===== config.mk =====
export PLATFORM = sky130hd
export DESIGN_NAME = noc_host_nic_flat
export DESIGN_NICKNAME = d
export VERILOG_FILES = /design/src/rtl/noc_host_nic_pkg.sv /design/src/rtl/noc_host_nic_if.sv /design/src/rtl/noc_host_nic_fifo.sv /design/src/rtl/noc_host_nic.sv /design/src/flat_wrapper.sv
export SDC_FILE = /design/constraint.sdc
export NUM_CORES = 1
export LEC_CHECK = 0
export ABC_AREA = 1
export CAP_MARGIN = 20
export CORE_MARGIN = 1
export CORE_UTILIZATION = 66
export CTS_BUF_LIST = sky130_fd_sc_hd__clkbuf_4
export DETAILED_ROUTE_END_ITERATION = 16
export DONT_BUFFER_PORTS = 1
export GPL_TIMING_DRIVEN = 0
export PLACE_DENSITY_LB_ADDON = 0.1
export SYNTH_ARGS = -nofsm -noshare
export SYNTH_HDL_FRONTEND = slang
export SYNTH_SLANG_ARGS = --single-unit
export TNS_END_PERCENT = 1

===== constraint.sdc =====
create_clock -name clk -period 2.6 [get_ports clk]
set_clock_uncertainty 0.05 [all_clocks]
set_input_delay 0.52 -clock clk [delete_from_list [all_inputs] [get_ports clk]]
set_output_delay 0.52 -clock clk [all_outputs]
set_load 0.005 [all_outputs]

===== src/rtl/noc_host_nic_pkg.sv =====
// Shared definitions for the ring-NoC host interface: default widths,
// TX injection state encoding and small packet/counter helpers.
package noc_pkg;

   localparam int unsigned NOC_PACKET_SIZE = 8;
   localparam int unsigned NOC_ROUTER_BITS = 2;
   localparam int unsigned CNT_W           = 8;

   typedef enum logic [1:0] {
      TX_IDLE = 2'd0,
      TX_SEND = 2'd1,
      TX_GAP  = 2'd2
   } tx_state_t;

   // Destination router field of a default-width packet.
   function automatic logic [NOC_ROUTER_BITS-1:0] pkt_dest(input logic [NOC_PACKET_SIZE-1:0] pkt);
      return pkt[NOC_PACKET_SIZE-1 -: NOC_ROUTER_BITS];
   endfunction

   // Saturating add of a small increment to a statistics counter.
   function automatic logic [CNT_W-1:0] sat_add(input logic [CNT_W-1:0] cnt, input logic [1:0] inc);
      logic [CNT_W:0] sum;
      sum = {1'b0, cnt} + {{(CNT_W-1){1'b0}}, inc};
      return sum[CNT_W] ? '1 : sum[CNT_W-1:0];
   endfunction

endpackage


===== src/rtl/noc_host_nic_if.sv =====
// Core-side and router-side signal bundle of the host NIC.
// slave: the NIC itself; master: the core/router environment driving it.
interface noc_host_nic_if
   import noc_pkg::*;
#(
   parameter int unsigned PACKET_SIZE = NOC_PACKET_SIZE,
   parameter int unsigned ROUTER_BITS = NOC_ROUTER_BITS
);
   logic                              core_tx_valid;
   logic                              core_tx_ready;
   logic [ROUTER_BITS-1:0]            core_tx_dest;
   logic [PACKET_SIZE-ROUTER_BITS-1:0] core_tx_payload;
   logic [PACKET_SIZE-1:0]            host_data_out;
   logic                              host_en;
   logic                              net_rx_valid;
   logic [PACKET_SIZE-1:0]            net_rx_data;
   logic                              core_rx_valid;
   logic                              core_rx_ready;
   logic [PACKET_SIZE-1:0]            core_rx_data;
   logic                              rx_overflow;
   logic [CNT_W-1:0]                  tx_count;
   logic [CNT_W-1:0]                  rx_count;
   logic [CNT_W-1:0]                  drop_count;

   modport slave (
      input  core_tx_valid, core_tx_dest, core_tx_payload, net_rx_valid, net_rx_data, core_rx_ready,
      output core_tx_ready, host_data_out, host_en, core_rx_valid, core_rx_data, rx_overflow,
             tx_count, rx_count, drop_count
   );

   modport master (
      output core_tx_valid, core_tx_dest, core_tx_payload, net_rx_valid, net_rx_data, core_rx_ready,
      input  core_tx_ready, host_data_out, host_en, core_rx_valid, core_rx_data, rx_overflow,
             tx_count, rx_count, drop_count
   );
endinterface


===== src/rtl/noc_host_nic_fifo.sv =====
// Synchronous FIFO with extra-MSB pointers; head is visible combinationally
// (forced to zero while empty). A push on a full FIFO succeeds only with a
// same-cycle pop.
module noc_sync_fifo #(
   parameter int unsigned WIDTH = 8,
   parameter int unsigned DEPTH = 4,
   localparam int unsigned AW   = $clog2(DEPTH)
) (
   input  logic             clk,
   input  logic             rst,
   input  logic             i_push,
   input  logic             i_pop,
   input  logic [WIDTH-1:0] i_data,
   output logic [WIDTH-1:0] o_data,
   output logic             o_full,
   output logic             o_empty,
   output logic [AW:0]      o_count
);
   logic [WIDTH-1:0] r_mem [DEPTH];
   logic [AW:0]      r_wr_ptr;
   logic [AW:0]      r_rd_ptr;
   logic             w_do_push;
   logic             w_do_pop;

   assign o_empty   = (r_wr_ptr == r_rd_ptr);
   assign o_full    = (r_wr_ptr[AW] != r_rd_ptr[AW]) && (r_wr_ptr[AW-1:0] == r_rd_ptr[AW-1:0]);
   assign o_count   = r_wr_ptr - r_rd_ptr;
   assign w_do_pop  = i_pop && !o_empty;
   assign w_do_push = i_push && (!o_full || w_do_pop);
   assign o_data    = o_empty ? '0 : r_mem[r_rd_ptr[AW-1:0]];

   // Storage array write port.
   always_ff @(posedge clk) begin
      if (w_do_push) r_mem[r_wr_ptr[AW-1:0]] <= i_data;
   end

   // Read/write pointer advance.
   always_ff @(posedge clk or negedge rst) begin
      if (!rst) begin
         r_wr_ptr <= '0;
         r_rd_ptr <= '0;
      end else begin
         if (w_do_push) r_wr_ptr <= r_wr_ptr + 1'b1;
         if (w_do_pop)  r_rd_ptr <= r_rd_ptr + 1'b1;
      end
   end
endmodule


===== src/rtl/noc_host_nic.sv =====
// Host-side NIC of one ring-NoC node: queued, paced TX injection into the
// router, queued RX delivery to the core, loopback for self-addressed
// traffic and saturating traffic statistics.
module noc_host_nic
   import noc_pkg::*;
#(
   parameter int unsigned PACKET_SIZE = NOC_PACKET_SIZE,
   parameter int unsigned ROUTER_BITS = NOC_ROUTER_BITS,
   parameter int unsigned ROUTER_ID   = 0,
   parameter int unsigned FIFO_DEPTH  = 4,
   parameter int unsigned INJECT_GAP  = 1
) (
   input  logic          clk,
   input  logic          rst,
   noc_host_nic_if.slave bus
);
   localparam int unsigned AW = $clog2(FIFO_DEPTH);
   localparam int unsigned GW = $clog2(INJECT_GAP + 3);

   tx_state_t              r_state, w_next;
   logic [PACKET_SIZE-1:0] r_host_data;
   logic [GW-1:0]          r_gap;
   logic [CNT_W-1:0]       r_tx_cnt, r_rx_cnt, r_drop_cnt;
   logic                   r_ovf;

   logic [PACKET_SIZE-1:0] w_tx_pkt, w_tx_head, w_rx_wdata;
   logic                   w_loop, w_tx_ready, w_tx_acc, w_tx_push, w_lb_push;
   logic                   w_tx_full, w_tx_empty, w_tx_pop, w_gap_load, w_sent;
   logic                   w_rx_full, w_rx_empty, w_rx_pop, w_rx_space;
   logic                   w_net_push, w_net_drop;
   logic [AW:0]            w_unused_tx_level, w_unused_rx_level;

   assign w_tx_pkt   = {bus.core_tx_dest, bus.core_tx_payload};
   assign w_loop     = (bus.core_tx_dest == ROUTER_BITS'(ROUTER_ID));
   assign w_rx_pop   = !w_rx_empty && bus.core_rx_ready;
   assign w_rx_space = !w_rx_full || w_rx_pop;
   // Network delivery owns the RX write port; loopback waits via ready.
   assign w_tx_ready = w_loop ? (w_rx_space && !bus.net_rx_valid) : !w_tx_full;
   assign w_tx_acc   = bus.core_tx_valid && w_tx_ready;
   assign w_tx_push  = w_tx_acc && !w_loop;
   assign w_lb_push  = w_tx_acc && w_loop;
   assign w_net_push = bus.net_rx_valid && w_rx_space;
   assign w_net_drop = bus.net_rx_valid && !w_rx_space;
   assign w_rx_wdata = bus.net_rx_valid ? bus.net_rx_data : w_tx_pkt;

   noc_sync_fifo #(.WIDTH(PACKET_SIZE), .DEPTH(FIFO_DEPTH)) u_tx_fifo (
      .clk(clk), .rst(rst), .i_push(w_tx_push), .i_pop(w_tx_pop), .i_data(w_tx_pkt),
      .o_data(w_tx_head), .o_full(w_tx_full), .o_empty(w_tx_empty), .o_count(w_unused_tx_level)
   );

   noc_sync_fifo #(.WIDTH(PACKET_SIZE), .DEPTH(FIFO_DEPTH)) u_rx_fifo (
      .clk(clk), .rst(rst), .i_push(w_net_push || w_lb_push), .i_pop(w_rx_pop), .i_data(w_rx_wdata),
      .o_data(bus.core_rx_data), .o_full(w_rx_full), .o_empty(w_rx_empty), .o_count(w_unused_rx_level)
   );

   // TX injection state register.
   always_ff @(posedge clk or negedge rst) begin
      if (!rst) r_state <= TX_IDLE;
      else      r_state <= w_next;
   end

   // TX next state and FIFO pop. The IDLE cycle that pops the next packet
   // serves as the last gap cycle, so GAP lasts INJECT_GAP-1 cycles and a
   // gap of 1 returns straight to IDLE.
   always_comb begin
      w_next     = r_state;
      w_tx_pop   = 1'b0;
      w_gap_load = 1'b0;
      w_sent     = 1'b0;
      case (r_state)
         TX_IDLE: begin
            if (!w_tx_empty) begin
               w_tx_pop = 1'b1;
               w_next   = TX_SEND;
            end
         end
         TX_SEND: begin
            w_sent = 1'b1;
            if (INJECT_GAP == 0) begin
               if (!w_tx_empty) w_tx_pop = 1'b1;
               else             w_next   = TX_IDLE;
            end else if (INJECT_GAP == 1) begin
               w_next = TX_IDLE;
            end else begin
               w_gap_load = 1'b1;
               w_next     = TX_GAP;
            end
         end
         TX_GAP: begin
            if (r_gap <= GW'(2)) w_next = TX_IDLE;
         end
         default: w_next = TX_IDLE;
      endcase
   end

   // Injected packet register and gap countdown.
   always_ff @(posedge clk or negedge rst) begin
      if (!rst) begin
         r_host_data <= '0;
         r_gap       <= '0;
      end else begin
         if (w_tx_pop) r_host_data <= w_tx_head;
         if (w_gap_load)             r_gap <= GW'(INJECT_GAP);
         else if (r_state == TX_GAP) r_gap <= r_gap - 1'b1;
      end
   end

   // Saturating statistics and sticky RX overflow flag.
   always_ff @(posedge clk or negedge rst) begin
      if (!rst) begin
         r_tx_cnt   <= '0;
         r_rx_cnt   <= '0;
         r_drop_cnt <= '0;
         r_ovf      <= 1'b0;
      end else begin
         r_tx_cnt   <= sat_add(r_tx_cnt, {1'b0, w_sent} + {1'b0, w_lb_push});
         r_rx_cnt   <= sat_add(r_rx_cnt, {1'b0, w_net_push} + {1'b0, w_lb_push});
         r_drop_cnt <= sat_add(r_drop_cnt, {1'b0, w_net_drop});
         r_ovf      <= r_ovf | w_net_drop;
      end
   end

   assign bus.core_tx_ready = w_tx_ready;
   assign bus.host_en       = (r_state == TX_SEND);
   assign bus.host_data_out = r_host_data;
   assign bus.core_rx_valid = !w_rx_empty;
   assign bus.rx_overflow   = r_ovf;
   assign bus.tx_count      = r_tx_cnt;
   assign bus.rx_count      = r_rx_cnt;
   assign bus.drop_count    = r_drop_cnt;
endmodule


===== src/flat_wrapper.sv =====
// flat-port wrapper written by rule: the top's interface ports become plain ports
module noc_host_nic_flat import noc_pkg::*;
#(
   parameter int unsigned PACKET_SIZE = NOC_PACKET_SIZE,
   parameter int unsigned ROUTER_BITS = NOC_ROUTER_BITS,
   parameter int unsigned ROUTER_ID   = 0,
   parameter int unsigned FIFO_DEPTH  = 4,
   parameter int unsigned INJECT_GAP  = 1
)
  (clk, rst, bus_core_tx_valid, bus_core_tx_dest, bus_core_tx_payload, bus_net_rx_valid, bus_net_rx_data, bus_core_rx_ready, bus_core_tx_ready, bus_host_data_out, bus_host_en, bus_core_rx_valid, bus_core_rx_data, bus_rx_overflow, bus_tx_count, bus_rx_count, bus_drop_count);
  noc_host_nic_if #(.PACKET_SIZE(PACKET_SIZE), .ROUTER_BITS(ROUTER_BITS)) bus_i ();
  input  logic clk;
  input  logic rst;
  input wire logic [$bits(bus_i.core_tx_valid)-1:0] bus_core_tx_valid;
  input wire logic [$bits(bus_i.core_tx_dest)-1:0] bus_core_tx_dest;
  input wire logic [$bits(bus_i.core_tx_payload)-1:0] bus_core_tx_payload;
  input wire logic [$bits(bus_i.net_rx_valid)-1:0] bus_net_rx_valid;
  input wire logic [$bits(bus_i.net_rx_data)-1:0] bus_net_rx_data;
  input wire logic [$bits(bus_i.core_rx_ready)-1:0] bus_core_rx_ready;
  output wire logic [$bits(bus_i.core_tx_ready)-1:0] bus_core_tx_ready;
  output wire logic [$bits(bus_i.host_data_out)-1:0] bus_host_data_out;
  output wire logic [$bits(bus_i.host_en)-1:0] bus_host_en;
  output wire logic [$bits(bus_i.core_rx_valid)-1:0] bus_core_rx_valid;
  output wire logic [$bits(bus_i.core_rx_data)-1:0] bus_core_rx_data;
  output wire logic [$bits(bus_i.rx_overflow)-1:0] bus_rx_overflow;
  output wire logic [$bits(bus_i.tx_count)-1:0] bus_tx_count;
  output wire logic [$bits(bus_i.rx_count)-1:0] bus_rx_count;
  output wire logic [$bits(bus_i.drop_count)-1:0] bus_drop_count;
  assign bus_i.core_tx_valid = bus_core_tx_valid;
  assign bus_i.core_tx_dest = bus_core_tx_dest;
  assign bus_i.core_tx_payload = bus_core_tx_payload;
  assign bus_i.net_rx_valid = bus_net_rx_valid;
  assign bus_i.net_rx_data = bus_net_rx_data;
  assign bus_i.core_rx_ready = bus_core_rx_ready;
  assign bus_core_tx_ready = bus_i.core_tx_ready;
  assign bus_host_data_out = bus_i.host_data_out;
  assign bus_host_en = bus_i.host_en;
  assign bus_core_rx_valid = bus_i.core_rx_valid;
  assign bus_core_rx_data = bus_i.core_rx_data;
  assign bus_rx_overflow = bus_i.rx_overflow;
  assign bus_tx_count = bus_i.tx_count;
  assign bus_rx_count = bus_i.rx_count;
  assign bus_drop_count = bus_i.drop_count;
  noc_host_nic #(.PACKET_SIZE(PACKET_SIZE), .ROUTER_BITS(ROUTER_BITS), .ROUTER_ID(ROUTER_ID), .FIFO_DEPTH(FIFO_DEPTH), .INJECT_GAP(INJECT_GAP)) u_core (.clk(clk), .rst(rst), .bus(bus_i));
endmodule

======== Word level (Yosys, flattened, before mapping) ========
Memory sizes are Yosys's and may differ from the RTL's. A register that Yosys moved wholly into a read port is not among the register bits.
Index checks and enable logic that the tools add are counted.
storage, ports and cells
  bits in registers ....................... 41
  bits in writable memories ............... 64
  input bits .............................. 21
  output and inout port bits .............. 44
  memories ................................ 2
cells by class
  add/subtract/negate cells ............... 10
  magnitude comparators ................... 1
  equality and inequality tests ........... 10
  multiplexer cells ....................... 16
  bitwise gates (word level) .............. 1
  reduce and logical (&&, ||, !) cells .... 28
memory list
  name                    depth  bits a word  read ports  clocked after memory_dff  write ports  line                     RTL
  u_core.u_rx_fifo.r_mem  4      8            1           0                         1            noc_host_nic_fifo.sv:19  logic [WIDTH-1:0] r_mem [DEPTH];
  u_core.u_tx_fifo.r_mem  4      8            1           1                         1            noc_host_nic_fifo.sv:19
operator list
  cell                   number
  $mux W8                5
  $add A8 B2 Y9          2
  $logic_and A1 B1 Y1    13
  $add A3 B1 Y3 const B  4
  $add A8 B1 Y9          1
  $logic_not A1 Y1       8
  $mux W1                8
  $eq A3 B3 Y1           2
  $add A1 B1 Y2          2
  $eq A2 B2 Y1           2
  $logic_not A2 Y1       2
  $logic_or A1 B1 Y1     4
  $mux W2                2
  $pmux W2 S2            1
  $eq A2 B1 Y1 const B   1
  $eq A2 B2 Y1 const B   1
  $le A2 B2 Y1 const B   1
  $ne A1 B1 Y1           2
  $ne A2 B1 Y1 const B   1
  $ne A2 B2 Y1 const B   1
  $reduce_and A2 Y1      1
  $sub A2 B1 Y2 const B  1
  $or A1 B1 Y1           1

======== Longest topological paths before layout ========
  word-level depth ........................ 12
  gate-level depth with buffers ........... 14

======== Cells and area by module ========
A second synthesis with hierarchy kept.
second synthesis, totals
  cells, all modules ...................... 520
  area, all modules ....................... 5320.1 um^2
modules (own cells, without submodules)
  module         instances  cells an instance  area each (um^2)
  noc_sync_fifo  2          156                1730.4
  noc_host_nic   1          208                1859.3

======== Least setup slack after synthesis ========
OpenSTA, ideal clock, no wires.
  path type ............................... input to register
  from .................................... input port bus_net_rx_valid
  to ...................................... register u_core.r_drop_cnt[6] (netlist: u_core.bus.drop_count[6])
  setup time .............................. 82 ps
  arrival time ............................ 1992 ps
  data required time ...................... 2468 ps
  setup slack ............................. 476 ps
  stages .................................. 12
  path buffers ............................ 2
  cell sequence ........................... buf_2 -> inv_2 -> buf_2 -> nor3_1 -> ha_1 -> ha_1 -> nand2_1 -> nor2_1 -> inv_1 -> nor2_1 -> a21oi_1 -> a31oi_1
between the ends
  longest elaborated chain between the ends .. 3
ends and longest elaborated chain
  what                  line                    RTL
  start, declared       flat_wrapper.sv:17      input wire logic [$bits(bus_i.net_rx_valid)-1:0] bus_net_rx_valid;
  $logic_and A1 B1 Y1   noc_host_nic.sv:43      assign w_net_drop = bus.net_rx_valid && !w_rx_space;
  $add A8 B1 Y9         noc_host_nic_pkg.sv:23  sum = {1'b0, cnt} + {{(CNT_W-1){1'b0}}, inc};
  $mux W8               noc_host_nic_pkg.sv:24  return sum[CNT_W] ? '1 : sum[CNT_W-1:0];
  end signal, assigned  noc_host_nic.sv:118     r_drop_cnt <= sat_add(r_drop_cnt, {1'b0, w_net_drop});
  end, declared         noc_host_nic.sv:23      logic [CNT_W-1:0] r_tx_cnt, r_rx_cnt, r_drop_cnt;
Every way passes these cells.
A chain may end at the register's enable or synchronous reset.

======== Final worst setup path ========
  from .................................... register u_core.u_tx_fifo.r_rd_ptr[1]
  to ...................................... output port bus_core_tx_ready
between the ends
  longest elaborated chain between the ends .. 4
ends and longest elaborated chain
  what                    line                     RTL
  start, declared         noc_host_nic_fifo.sv:21  logic [AW:0] r_rd_ptr;
  start signal, assigned  noc_host_nic_fifo.sv:44  if (w_do_pop) r_rd_ptr <= r_rd_ptr + 1'b1;
  $eq A2 B2 Y1            noc_host_nic_fifo.sv:26  assign o_full = (r_wr_ptr[AW] != r_rd_ptr[AW]) && (r_wr_ptr[AW-1:0] == r_rd_ptr[AW-1:0]);
  $logic_and A1 B1 Y1     noc_host_nic_fifo.sv:26
  $logic_not A1 Y1        noc_host_nic.sv:38       assign w_tx_ready = w_loop ? (w_rx_space && !bus.net_rx_valid) : !w_tx_full;
  $mux W1                 noc_host_nic.sv:38
  end, declared           flat_wrapper.sv:20       output wire logic [$bits(bus_i.core_tx_ready)-1:0] bus_core_tx_ready;
Every way passes these cells.

==> implementation parameters <==
Parameter                              Value

Layout
  Flip-flop and latch area ... 0.003073 mm2
  Synth-to-Final Area Change ... 6.214%
  Commonest non-fill, non-tap cell in the layout ... sky130_fd_sc_hd__nand2_1
  Post-Route Utilization ... around 73%
  Final layout net count ... between 500 and 600
  Share of layout cells above drive strength 1 ... between 10% and 20%
  Number of fillers in the final layout ... ~530
  Most frequent cells in the layout ... sky130_fd_sc_hd__nand2_1 (83), sky130_fd_sc_hd__nor2_1 (71), sky130_fd_sc_hd__edfxtp_1 (64)
  Area used by multi-input combinational logic ... between 0.0015 and 0.002 mm2
  Antenna diode count ... 0
  Post-route non-filler standard cell count ... a little under 600

Clock tree
  Clock latency reported for the late side of the worst-skew pair ... 0.46 ns
  Clock-pin slew on the worst setup and hold paths ... 0.19 ns
  Maximum buffer depth of the clock tree ... 2
  Clock root cell ... sky130_fd_sc_hd__clkbuf_4
  TritonCTS clock tree ... built
  Deepest level of the CTS H-tree ... 3
  CTS sink cnt ... 110
  Number of buffers created by CTS ... 9

Power
  Cell internal power dissipation ... roughly 3400 uW
  Fraction of power consumed by combinational cells ... 38.0%
  Switching fraction of total power ... roughly two fifths
  Power Density ... between 1000 and 1500 mW/mm2
  Power spent charging and discharging nets ... between 2000 and 2500 uW
  Worst IR drop on VDD ... approximately 0.00057 V
  Power share of the sequential group ... between 40% and 50%
  Clock power share ... 15.2%
  Static leakage power ... about 0.0023 uW

Yosys
  Post-Syn Nets ... slightly above 500
  Number of library cell types mapped by synthesis ... 39
  Prevailing post-synth register cell ... sky130_fd_sc_hd__edfxtp_1
  Fraction of registers with async set/reset ... a little over two fifths
  Area share of the leading cell type in the synthesized netlist ... between 30% and 40%
  Syn Std Cell Area ... roughly 0.0050 mm2
  Average instance area after synthesis ... approximately 10 um2
  Leading cell types by total area after synthesis ... sky130_fd_sc_hd__edfxtp_1 (38%), sky130_fd_sc_hd__dfrtp_1 (23%), sky130_fd_sc_hd__nand2_1 (6.2%)
  Mapped Cells ... between 400 and 500
  Number of storage elements in the synthesis netlist ... 110
  EDFF count, synth ... 64
  Synth warn ... 0
  Seq/Total Area, Yosys ... between 60% and 70%
  Cell accounting for the most synthesized area ... sky130_fd_sc_hd__edfxtp_1

Timing
  Hold Violations, Final ... 0
  Maximum achievable frequency ... just over 400 MHz
  Final Max Tran Viols ... 0
  Transition time at the pin with the least slew margin ... between 0.8 and 0.9 ns
  Ratio of final minimum period to clock period ... approximately 93%
  Final total negative setup slack ... 0 ns
  Max-slew headroom ... a little under half
  Clock period minus final worst setup slack ... ~2.4 ns
  Unrepaired setup endpoints after global routing ... false
  Count of endpoints failing setup in the final report ... 0
  Worst slack on hold paths ... 0.08206 ns

Floorplanning
  Die extent in y ... just under 90 um
  Die Span X ... between 80 and 90 um
  Initial core utilization ... between 60% and 70%
  Rows ... 31
  Die outline area ... just under 0.008 mm2
  Total core area ... 0.007292 mm2
  I/O Pins ... between 60 and 70

Min path
  Hold crit path type ... input port to register
  Hold depth ... 0
  Worst hold path startpoint ... bus_core_tx_payload[2]
  Endpoint of the worst hold-timing path ... u_core.u_tx_fifo.r_mem[1][2]$_DFFE_PP_

Worst setup path
  Worst R2R End ... u_core.u_tx_fifo.r_mem[1][0]$_DFFE_PP_
  Type of origin of the critical path ... register
  CP arrival ... ~1.9 ns
  Slowest cell on the critical path ... sky130_fd_sc_hd__dfrtp_1
  CP Cell Sequence ... buf_4 > inv_2 > nand2_1 > nand4_1 > or2_1 > inv_1 > o22ai_1
  Worst reg2reg setup slack ... ~0.19 ns
  Kind of end point of the critical path ... primary output
  Critical R2R Launch ... u_core.u_tx_fifo.r_rd_ptr[1]$_DFFE_PN0P_
  Required arrival time at the worst endpoint ... a little over 2 ns
  Delay of the slowest critical-path stage ... between 0.4 and 0.5 ns
  WP buf/inv ... 3
  Worst Setup Path Type ... register to primary output
  Family of cells with the greatest summed delay on the critical path ... flip-flops
  Cells on worst reg2reg path ... 7
  Critical-path maximum fanout ... 10

Global routing
  Vias in the first global route ... 3,291
  Global-route wire length before repair ... ~16,000 um
  Aggregate global routing overflow ... 0
  Antenna violations before repair ... 0
  Largest net degree at the start of global routing ... 47
  Overall fraction of global-route tracks in use ... between 20 and 30%

Place
  Number of buffers inserted by port buffering ... 0
  Dpl hpwl ... roughly 6800 um
  Cell total after placement ... about 580
  Routability-driven placement congestion ratio ... 0.7745

Route
  Routed wirelength normalized by instance count ... 16.91 um
  Routed via count ... between 3,000 and 4,000
  Violation count after the first detailed-route iteration ... 176
  Final Routed Wirelength ... around 10,000 um
  DRC violations left ... 0
  Via-per-instance ratio ... approximately 5.5
  Antenna viol nets, final ... 0
  TritonRoute pass-1 iters ... 5

Job
  Number of max-capacitance violations reported ... 0

Status
  Run status ... finished, final reports clean
## metrics by stage
step / worst slack (ns) / cell area, um2 / total power, uW
after CTS: 0.1687 / 5299 / 5845
final: 0.1815 / 5304 / 5861
after global placement: 0.1512 / 5117 / 4846
after detailed placement: 0.1127 / 5117 / 4967
after floorplan: 0.4762 / 4994 / 4396
after global routing: 0.01625 / 5304 / 6311
## kinds of logic (layout without fill, tap and decap cells)
family,count (synthesis),in the layout,synth area share (%)
adder cells (fa/ha/maj),15,15,3.758
AO/OA/AOI/OAI,63,63,6.916
flip-flops,110,110,61.54
XOR/XNOR,13,13,2.431
buffers and inverters,71,88,6.114
AND/OR/NAND/NOR,205,205,19.24
## per-layer routing
layer  track usage, %  part of all wire, %  routed length, um  vias to the layer above
li1                 -                    -                  -                     1601
met1            34.63                   42               4187                     1549
met2            45.66                   48               4833                      124
met3            9.049                  8.5                848                       13
met4            9.235                  1.6                161                        0
met5                0                    0                  0                        -
## final cells by class
class,instances,area share [%]
buffer,12,1.439
clock buffer,9,1.274
clock inverter,7,1.510
inverter,58,4.246
multi-input combinational,296,30.55
sequential,110,57.94
tap,99,2.335
timing repair buffer,2,0.7077
## worst reg2reg max path: cells and delay by family, from the launching register on
| family | cells | cell delay [ns] |
|---|---|---|
| buffers and inverters | 2 | 0.38 |
| AND/OR/NAND/NOR | 5 | 1.17 |
| flip-flops | 1 | 0.44 |
## flip-flops by register name (all words and copies together) (netlist names)
| name | count |
|---|---|
| u_core.u_rx_fifo.r_mem | 32 |
| u_core.bus.rx_count | 8 |
| u_core.u_tx_fifo.r_wr_ptr | 3 |
| u_core.bus.tx_count | 8 |
| u_core.bus.host_data_out | 8 |
| u_core.u_tx_fifo.r_rd_ptr | 3 |
| u_core.u_rx_fifo.r_wr_ptr | 3 |
| u_core.u_rx_fifo.r_rd_ptr | 3 |
| u_core.u_tx_fifo.r_mem | 32 |
| u_core.r_state | 1 |
| u_core.bus.drop_count | 8 |
| u_core.bus.rx_overflow | 1 |
## cell usage after synthesis, types with 3 or more instances
cell                       count
sky130_fd_sc_hd__nor2_1       71
sky130_fd_sc_hd__nand2_1      83
sky130_fd_sc_hd__inv_4         3
sky130_fd_sc_hd__a31oi_1      10
sky130_fd_sc_hd__nand2_2       7
sky130_fd_sc_hd__clkbuf_1      4
sky130_fd_sc_hd__buf_4         3
sky130_fd_sc_hd__o21ai_0      35
sky130_fd_sc_hd__dfrtp_1      46
sky130_fd_sc_hd__nor3_1        5
sky130_fd_sc_hd__inv_2         5
sky130_fd_sc_hd__nor2_4        3
sky130_fd_sc_hd__buf_2         4
sky130_fd_sc_hd__xnor2_1       3
sky130_fd_sc_hd__inv_1        50
sky130_fd_sc_hd__ha_1         15
sky130_fd_sc_hd__nand3_1      12
sky130_fd_sc_hd__edfxtp_1     64
sky130_fd_sc_hd__a21oi_1       6
sky130_fd_sc_hd__o22ai_1       9
sky130_fd_sc_hd__nand4_1       6
sky130_fd_sc_hd__xor2_1        9
## how the worst max path moves through the flow
stage,startpoint,to,slack [ns],cells after the start
2_1_floorplan,bus_net_rx_valid,u_core.bus.drop_count[6]$_DFF_PN0_,0.48,12
3_3_place_gp,bus_net_rx_valid,u_core.bus.drop_count[3]$_DFF_PN0_,0.15,12
3_5_place_dp,bus_net_rx_valid,u_core.bus.drop_count[2]$_DFF_PN0_,0.11,12
4_1_cts,u_core.u_rx_fifo.r_rd_ptr[0]$_DFFE_PN0P_,bus_core_rx_data[5],0.17,6
5_1_grt,u_core.u_rx_fifo.r_rd_ptr[0]$_DFFE_PN0P_,bus_core_rx_data[5],0.02,6
6_report,u_core.u_tx_fifo.r_rd_ptr[1]$_DFFE_PN0P_,bus_core_tx_ready,0.18,7
## power groups by stage
stage	Sequential, uW	Combinational [uW]	Clock [uW]
after floorplan	2680	1710	0
after global placement	2750	2100	0
after detailed placement	2780	2180	0
after CTS	2740	2200	900
after global routing	2810	2520	978
final	2740	2220	893
## what timing repair did
action / in CTS / in global routing
hold endpoints to repair: 46 / 0
resized for setup: 0 / 1
setup buffers: 0 / 0
cloned: 0 / 0
hold buffers: 2 / 0
setup endpoints to repair: 1 / 6
pin swaps: 0 / 0
Power figures use the tool's default switching activity.
